## config.mk

```make
export PLATFORM = sky130hd
export DESIGN_NAME = i2s_tx
export DESIGN_NICKNAME = d
export VERILOG_FILES = /design/src/rtl/i2s_tx.sv
export SDC_FILE = /design/constraint.sdc
export NUM_CORES = 1
export LEC_CHECK = 0
export CAP_MARGIN = 20
export CORE_UTILIZATION = 54
export CTS_CLUSTER_SIZE = 10
export DETAILED_ROUTE_END_ITERATION = 12
export PLACE_DENSITY = 0.82
export SYNTH_ARGS = -nofsm -noshare
export SYNTH_HDL_FRONTEND = slang
export SYNTH_SLANG_ARGS = --single-unit
```

## constraint.sdc

```tcl
create_clock -name clk -period 2.31 [get_ports clk]
set_input_delay 0.693 -clock clk [delete_from_list [all_inputs] [get_ports clk]]
set_output_delay 0.693 -clock clk [all_outputs]
set_load 0.005 [all_outputs]
```

## src/rtl/i2s_tx.sv

```systemverilog
// rtl/i2s_tx.sv - I2S transmitter, Philips timing, 16-bit stereo, one-entry sample buffer
module i2s_tx #(
  parameter int BCLK_DIV = 4
) (
  input  logic        clk,
  input  logic        reset_n,
  input  logic        en,
  input  logic [15:0] audio_l,
  input  logic [15:0] audio_r,
  input  logic        sample_valid,
  output logic        sample_ready,
  output logic        bclk,
  output logic        lrck,
  output logic        sdata,
  output logic        underrun
);

  localparam int DW = (BCLK_DIV > 2) ? $clog2(BCLK_DIV) : 1;

  logic [DW-1:0] r_div;
  logic [4:0]    r_p;
  logic [31:0]   r_shift;
  logic [31:0]   r_buf;
  logic          r_full;

  logic w_wrap;
  logic w_load;
  logic w_accept;

  assign w_wrap   = (r_div == DW'(BCLK_DIV - 1));
  assign w_load   = w_wrap && (r_p == 5'd0);
  assign w_accept = en && sample_valid && !r_full;

  always_ff @(posedge clk or negedge reset_n) begin
    if (!reset_n) begin
      r_div   <= '0;
      r_p     <= '0;
      r_shift <= '0;
      r_buf   <= '0;
      r_full  <= 1'b0;
    end else if (!en) begin
      r_div   <= '0;
      r_p     <= '0;
      r_shift <= '0;
      r_buf   <= '0;
      r_full  <= 1'b0;
    end else begin
      r_div <= w_wrap ? '0 : r_div + DW'(1);
      if (w_wrap)
        r_p <= r_p + 5'd1;
      // Load replaces the shift at the end of period 0; the word's MSB then leads period 1.
      if (w_load)
        r_shift <= r_full ? r_buf : 32'd0;
      else if (w_wrap)
        r_shift <= {r_shift[30:0], 1'b0};
      // Accept needs an empty buffer and load only drains a full one, so these never collide.
      if (w_accept) begin
        r_buf  <= {audio_l, audio_r};
        r_full <= 1'b1;
      end else if (w_load) begin
        r_full <= 1'b0;
      end
    end
  end

  assign sample_ready = !en || !r_full;
  assign bclk         = (r_div >= DW'(BCLK_DIV / 2));
  assign lrck         = r_p[4];
  assign sdata        = r_shift[31];
  assign underrun     = en && w_load && !r_full;

endmodule

```

* After elaboration in Yosys (flattened, before gate mapping)
Cells that the tools add are included.
Word-level totals: bits in registers 72, input port bits 36
Cells by class: reductions and logical operators 9, mux-type cells 13, order comparisons 1, add/subtract/negate cells 2, equal/unequal tests 5
Operators by type and width (number):
- $mux 32 | 6
- $mux 5 | 2
- $ne 3x1->1 const B | 2
- $add 5x1->5 const B | 1
- $logic_and 1x1->1 | 5
- $logic_not 5->1 | 1
- $mux 2 | 2
- $ne 2x1->1 const B | 2
- $mux 1 | 3
- $add 2x1->2 const B | 1
- $eq 2x2->1 const B | 1
- $ge 2x2->1 const B | 1
- $logic_not 1->1 | 2
- $logic_or 1x1->1 | 1

* Logic depth before layout (Yosys ltp)
Gate-level depths: netlist (run 1).
depth after elaboration 5, depth in mapped cells 7, depth with buffers taken out 5

* Least setup slack after synthesis (run 1)
OpenSTA, ideal clock, no wires.
path kind register -> output, from register r_p[0], to output port underrun, cell stages (with the launch flop) 5, arrival time 1087 ps, setup slack 530 ps, cells stage by stage dfrtp_1 -> inv_1 -> ha_1 -> nor4b_4 -> and4b_2
On the way: cells in the longest elaborated chain, start to end 4
RTL lines:
- from (decl) | RTL line 21 | logic [4:0] r_p;
- from (signal assigned) | RTL line 50 | r_p <= r_p + 5'd1;
- $logic_not 5->1 | RTL line 31 | assign w_load = w_wrap && (r_p == 5'd0);
- $logic_and 1x1->1 | RTL line 31
- $logic_and 1x1->1 (2 in series) | RTL line 70 | assign underrun = en && w_load && !r_full;
- to (decl) | RTL line 15 | output logic underrun
Every way passes these cells.

* Worst setup path in the final report (run 1)
Ends and elaborated chain as after synthesis.

==> results.txt, run 1 <==
----------------------------------------------------
[Status]
  Status ... complete, no violations

[CTS]
  Number of buffers inserted during clock tree synthesis ... 9
  TritonCTS clock tree ... built
  Clock slew at the register clock pins of the worst setup and hold paths ... 0.07 ns
  Buffer type at the clock tree root ... sky130_fd_sc_hd__clkbuf_8
  Clk_lat worst skew ... about 0.35 ns
  Clock buffer depth ... 2
  Maximum level of the CTS H-tree ... 3
  Number of clock sinks ... 72

[Global routing]
  First-pass GRT wire length ... 11.0 mm
  Vias in the first global route ... 2,322
  Overall track demand over capacity in global routing ... 24.2%
  Overflow left after global routing ... 0
  Pin count of the biggest net entering global routing ... 73
  Antenna violations before repair ... 0

[Synthesis]
  Syn Area/Cell ... 10.7 sq um
  Mapped Cells ... 290
  Number of storage elements in the synthesis netlist ... 72
  Post-synthesis cell type count ... 26
  Sequential cell area fraction in the yosys report ... 57.8%
  Netlist area before placement ... 3120 sq um
  Syn Nets ... 330
  Count of synthesis-stage warnings from yosys ... 0

[Timing]
  Tightest Pin Transition ... 0.371 ns
  Maximum achievable frequency ... 445 MHz
  Number of endpoints failing setup at the final stage ... 0
  Post-layout minimum cycle time ... ~2.2 ns
  Max-slew violation count ... 0
  Setup repair after global routing missed its margin ... true
  Final worst setup slack ... between 0.06 and 0.07 ns
  Worst clock skew ... 0.00490 ns
  Sum of negative setup slack ... 0 ns
  Count of final hold-check violations ... 0
  Final critical-path share of the clock period ... 97.2%
  Post-route worst hold slack ... 0.355 ns
  Slew HR ... 75.2%

[Routing]
  Number of optimization iterations in the first detailed-route pass ... 4
  Drt drc ... 0
  DRT iter0 DRCs ... 190
  Via density per instance ... 5.58
  Routed WL ... 6.35 mm
  Routed length per instance ... around 15 um
  Vias after detailed routing ... 2,340
  Antenna viol nets, final ... 0

[Placed design]
  Routability congestion estimate ... 0.767
  HPWL after detailed placement ... 4.02 mm
  Count of placed standard cells including taps ... 401
  Number of port buffers ... 40
  Post-Place Worst Slack ... -0.282 ns

[Power]
  Peak ir drop on the vdd network ... 450 uV
  Part of the power in the clock network ... 39.9%
  Portion of total power attributed to combinational logic ... 9.3%
  Pwr/cell area ... slightly below 700 nW/um^2
  Switching component of the power ... 0.000597 W
  Net switching fraction of the power ... a little under a quarter
  Total internal power ... 0.00205 W
  Sequential Power Share ... 50.8%
  Leakage component of the power ... 1.98 nW

[Setup path]
  Critical path launch point type ... flip-flop
  Endpoint required time on the critical path ... 1.62 ns
  Data arrival time at the worst-slack endpoint ... 1.55 ns
  Setup crit end kind ... primary output
  Largest fanout on the critical path ... 2
  Kind of critical path ... flip-flop to primary output

[Cells and area]
  Share of post-route cells with drive strength above 1 ... a little over an eighth
  Cell Count, Final, Fillers Out ... 419
  Synth-to-Final Area Change ... 24.9%
  Most frequent cells in the layout ... 72 x sky130_fd_sc_hd__dfrtp_1, 68 x sky130_fd_sc_hd__nand2_1, 35 x sky130_fd_sc_hd__and2_1, 35 x sky130_fd_sc_hd__clkdlybuf4s50_1, 32 x sky130_fd_sc_hd__nand3_1
  Number of nets in the layout ... approximately 380
  Most common cell after layout, fill and taps aside ... sky130_fd_sc_hd__dfrtp_1
  Number of diodes ... 0

[Floorplan]
  Area enclosed by the die boundary ... 6080 sq um
  Die span in y ... 78.0 um
  Floorplan die width ... 78.0 um
  Core area ... 5540 sq um
  Site Rows ... 27
  Top-level port count ... 41
  Initial core utilization ... 56.3%

[Min path]
  Worst min path class ... input port to async pin

[Job]
  Max-capacitance violation count ... 0

----------------------------------------------------
worst paths after layout:
| path | start | end | slack [ns] | cells after the start |
|---|---|---|---|---|
| hold reg to reg | r_shift[0] | r_shift[1] | 0.51 | 1 |
| setup reg to reg | r_div[0] | r_shift[6] | 0.50 | 6 |
| max in group asynchronous | reset_n | r_buf[8] | 1.65 | 2 |
| hold / removal | reset_n | r_buf[25] | 0.36 | 2 |
| setup / recovery | r_p[0] | underrun | 0.06 | 5 |
| min in group clk | r_shift[0] | r_shift[1] | 0.51 | 1 |
layout make-up:
class / instances / area (sq um)
Timing Repair Buffer: 64 / 592
Inverter: 3 / 11.3
Sequential cell: 72 / 1800
Fill cell: 412 / 1650
Clock inverter: 2 / 35.0
Clock buffer: 14 / 183
Multi-Input combinational cell: 192 / 1180
Tap cell: 72 / 90.1
metrics by stage:
| stage | util, % | power (W) | cell area (sq um) |
|---|---|---|---|
| finish | 70.3 | 0.00265 | 3890 |
| global route | 70.3 | 0.00278 | 3890 |
| CTS | 70.3 | 0.00268 | 3900 |
| detailed placement | 66.2 | 0.00162 | 3670 |
| global placement | 66.2 | 0.00161 | 3670 |
| floorplan | - | 0.00146 | 3120 |
cells by family (layout without fill, tap and decap cells):
family | Yosys count | in the layout | synth area share (%)
fa+ha+maj | 4 | 4 | 1.61
buf+inv | 26 | 83 | 4.42
flops | 72 | 72 | 57.8
xor+xnor | 4 | 4 | 1.12
simple gates | 150 | 150 | 24.2
compound gates | 33 | 33 | 10.5
mux | 1 | 1 | 0.321
layer usage:
metal | GRT usage (%) | share of wire, %
met1 | 32.6 | 46
met2 | 36.7 | 48
met3 | 8.59 | 5.2
met4 | 7.78 | 0.96
met5 | 0 | 0
sequential cells by signal (all words and copies together) (netlist names):
| name | flops |
|---|---|
| r_shift | 32 |
| r_div | 2 |
| r_buf | 32 |
| r_p | 5 |
| r_full | 1 |
repair_timing:
action	in CTS	in global routing
setup endpoints to repair	3	1
pin swaps	1	1
setup buffers	2	0
hold buffers	0	0
resized for setup	5	1
Yosys cell counts, drive strengths merged:
| master | instances | share of area (%) |
|---|---|---|
| a21o | 1 | 0.28 |
| inv | 3 | 0.36 |
| nand2 | 68 | 8.2 |
| mux2i | 1 | 0.32 |
| buf | 12 | 2.7 |
| ha | 4 | 1.6 |
| dfrtp | 72 | 58 |
| and2 | 35 | 7.0 |
| and3b | 1 | 0.28 |
| xnor2 | 3 | 0.84 |
| xor2 | 1 | 0.28 |
| nand2b | 1 | 0.20 |
| a21boi | 1 | 0.24 |
| or2 | 1 | 0.20 |
| nor4b | 1 | 0.76 |
| nor2b | 4 | 0.80 |
| clkbuf | 11 | 1.3 |
| a221o | 31 | 10 |
| and4b | 1 | 0.36 |
| nand3b | 1 | 0.24 |
| nor2 | 1 | 0.12 |
| nand4 | 3 | 0.60 |
| and4 | 1 | 0.28 |
| nand3 | 32 | 5.1 |
power by group through the flow:
stage | clock network (W) | registers, W | logic (W)
6_report | 0.00106 | 0.00135 | 0.000247
5_1_grt | 0.00115 | 0.00135 | 0.000279
4_1_cts | 0.00108 | 0.00135 | 0.000251
3_5_place_dp | 0 | 0.00137 | 0.000248
3_3_place_gp | 0 | 0.00137 | 0.000241
2_1_floorplan | 0 | 0.00136 | 0.000105
critical path, stage by stage, from the launching register on:
cell	delay, ns
sky130_fd_sc_hd__dfrtp_1	0.39
sky130_fd_sc_hd__inv_1	0.06
sky130_fd_sc_hd__ha_1	0.15
sky130_fd_sc_hd__nor4b_4	0.25
sky130_fd_sc_hd__and4b_2	0.26
sky130_fd_sc_hd__clkbuf_2	0.10
Note: power is estimated with default switching activity, not from simulation.
==> inputs of run 2 (changes only) <==
--- a/config.mk
+++ b/config.mk
@@ -6,10 +6,10 @@
 export NUM_CORES = 1
 export LEC_CHECK = 0
 export CAP_MARGIN = 20
-export CORE_UTILIZATION = 54
+export CORE_UTILIZATION = 49
 export CTS_CLUSTER_SIZE = 10
 export DETAILED_ROUTE_END_ITERATION = 12
-export PLACE_DENSITY = 0.82
+export PLACE_DENSITY = 0.79
 export SYNTH_ARGS = -nofsm -noshare
 export SYNTH_HDL_FRONTEND = slang
 export SYNTH_SLANG_ARGS = --single-unit
==> constraint.sdc (replaced) <==
create_clock -name clk -period 1.9 [get_ports clk]
set_input_delay 0.57 -clock clk [delete_from_list [all_inputs] [get_ports clk]]
set_output_delay 0.57 -clock clk [all_outputs]
set_load 0.005 [all_outputs]
==> results.txt, run 2 (synthesis results as in run 1) <==
----------------------------------------------------
[Job]
  Max-capacitance violation count ... 0 (unchanged)

[Setup path]
  Largest fanout on the critical path ... 2 (unchanged)
  Endpoint required time on the critical path ... 1.33 ns (-0.29 ns)
  FF-to-FF Start ... r_div[0]
  R2r endpoint ... r_shift[31]
  Setup crit end kind ... primary output
  Data arrival time at the worst-slack endpoint ... 1.52 ns (-0.03 ns)
  Cells on worst reg2reg path ... 6 (unchanged)
  Critical path launch point type ... flip-flop
  Kind of critical path ... flip-flop to primary output
  Register-to-register setup slack ... 0.09 ns (-0.41 ns)

[Global routing]
  Pin count of the biggest net entering global routing ... 73 (unchanged)
  Antenna violations before repair ... 0 (unchanged)
  Vias in the first global route ... 2,317 (-0.22%)
  First-pass GRT wire length ... 11.1 mm (+0.50%)
  Overflow left after global routing ... 0 (unchanged)
  Overall track demand over capacity in global routing ... 22.8% (-1.4 points)

[Timing]
  Final critical-path share of the clock period ... 110%
  Final worst setup slack ... -0.186 ns (-0.250 ns)
  Slew HR ... 75.4% (+0.10 points)
  Max-slew violation count ... 0 (unchanged)
  Post-layout minimum cycle time ... 2.09 ns
  Count of final hold-check violations ... 0 (unchanged)
  Maximum achievable frequency ... 479 MHz
  Worst clock skew ... 0.0127 ns (+0.00778 ns)
  Setup repair after global routing missed its margin ... true
  Tightest Pin Transition ... 0.370 ns (-0.00157 ns)
  Number of endpoints failing setup at the final stage ... 1 (+1)
  Post-route worst hold slack ... 0.234 ns (-0.122 ns)

[Floorplan]
  Floorplan die width ... 81.8 um (+4.9%)
  Area enclosed by the die boundary ... 6680 sq um (+9.9%)
  Initial core utilization ... 51.7% (-4.5 points)
  Top-level port count ... 41 (unchanged)
  Core area ... 6030 sq um (+8.8%)
  Site Rows ... 28 (+3.7%)
  Die span in y ... 81.8 um (+4.9%)

[Cells and area]
  Number of nets in the layout ... 390 (+2.1%)
  Cell Count, Final, Fillers Out ... 430 (+2.6%)
  Most frequent cells in the layout ... 72 x sky130_fd_sc_hd__dfrtp_1, 68 x sky130_fd_sc_hd__nand2_1, 35 x sky130_fd_sc_hd__and2_1
  Largest registers ... r_buf (32), r_shift (32), r_p (5)
  Share of post-route cells with drive strength above 1 ... 14.9% (+1.4 points)
  Fill cell count ... 482 (+17%)
  Number of diodes ... 0 (unchanged)
  Most common cell after layout, fill and taps aside ... sky130_fd_sc_hd__dfrtp_1
  Synth-to-Final Area Change ... 27.5%

[CTS]
  Clk_lat worst skew ... 0.34 ns (about the same)
  Clock slew at the register clock pins of the worst setup and hold paths ... 0.07 ns (about the same)
  Buffer type at the clock tree root ... sky130_fd_sc_hd__clkbuf_8
  Total of hold buffers inserted after clock tree synthesis ... 0 (unchanged)
  Clock buffer depth ... 2 (unchanged)
  Number of buffers inserted during clock tree synthesis ... 9 (unchanged)
  TritonCTS clock tree ... built
  Maximum level of the CTS H-tree ... 3 (unchanged)
  Number of clock sinks ... 72 (unchanged)

[Routing]
  Number of optimization iterations in the first detailed-route pass ... 4 (unchanged)
  Routed length per instance ... 15.0 um (-0.78%)
  Vias after detailed routing ... 2,322 (-0.77%)
  Drt drc ... 0 (unchanged)
  Highest Signal Layer ... met4
  DRT iter0 DRCs ... 164 (-14%)
  DRT met1 WL ... 2.90 mm (-1.5%)
  Routed WL ... 6.47 mm (+1.8%)
  Via density per instance ... 5.40 (-3.3%)
  Antenna viol nets, final ... 0 (unchanged)
  Detailed route wirelength on metal2 ... 3.13 mm (+3.5%)
  Routed length on met3 ... 325 um (-1.2%)

[Status]
  Status ... finished, violations left
  Failing checks ... setup timing

[Placed design]
  Number of port buffers ... 40 (unchanged)
  Routability congestion estimate ... 0.765 (-0.25%)
  Count of placed standard cells including taps ... 407 (+1.5%)
  HPWL after detailed placement ... 4.21 mm (+4.8%)

[Power]
  Leakage component of the power ... 2.01 nW (+1.9%)
  Pwr/cell area ... 789 nW/um^2 (+16%)
  Final Total Pwr ... 0.00313 W (+18%)
  Peak ir drop on the vdd network ... 551 uV (+22%)

[Min path]
  Worst min path class ... input port to async pin

----------------------------------------------------
==> run 2: repair_timing <==
item	4_1_cts	5_1_grt
buffers inserted	5	2
pin swaps	1	1
gates resized for setup	14	0
endpoints found under the setup margin	4	1
==> run 2: power breakdown <==
group | switching (W) | total [W] | internal (W)
clock | 0.000537 | 0.00118 | 0.000648
sequential | 0.0000399 | 0.00164 | 0.00160
combinational | 0.000150 | 0.000314 | 0.000163
total | 0.000727 | 0.00313 | 0.00241
==> run 2: worst max-delay path by stage <==
stage | start | to | slack (ns) | cells past startpoint
2_1_floorplan | r_p[0] | underrun | 0.24 | 4
3_3_place_gp | en | underrun | -0.47 | 3
6_report | r_p[0] | underrun | -0.19 | 5
5_1_grt | r_p[0] | underrun | -0.31 | 5
3_5_place_dp | en | underrun | -0.48 | 3
4_1_cts | r_p[1] | underrun | -0.17 | 5
==> run 2: layout make-up <==
class	instances	area, sq um	share of cell area, %
sequential	72	1800	45.4
multi-input combinational	192	1180	29.8
clock inverter	2	38.8	0.976
tap	75	93.8	2.36
timing repair buffer	72	692	17.4
clock buffer	14	153	3.84
inverter	3	11.3	0.283
==> run 2: worst max-delay path, cell delays in order, from the launching register on <==
cell	delay (ns)
sky130_fd_sc_hd__dfrtp_1	0.39
sky130_fd_sc_hd__inv_1	0.06
sky130_fd_sc_hd__ha_1	0.14
sky130_fd_sc_hd__nor4b_4	0.20
sky130_fd_sc_hd__and4b_2	0.26
sky130_fd_sc_hd__buf_2	0.11
==> run 2: metrics by stage <==
stage	setup slack (ns)	setup TNS [ns]	cell area [sq um]	util [%]
after global placement	-0.469	-6.21	3730	61.9
after floorplan	0.243	0	3120	-
after CTS	-0.170	-0.170	3960	65.7
after detailed placement	-0.477	-6.83	3730	61.9
final	-0.186	-0.186	3970	65.9
after global routing	-0.310	-0.310	3970	65.9
==> run 2: layer usage <==
metal,GRT usage [%],vias up
li1,-,1124
met3,5.44,12
met2,36.9,62
met5,0,-
met1,29.4,1124
met4,9.30,0
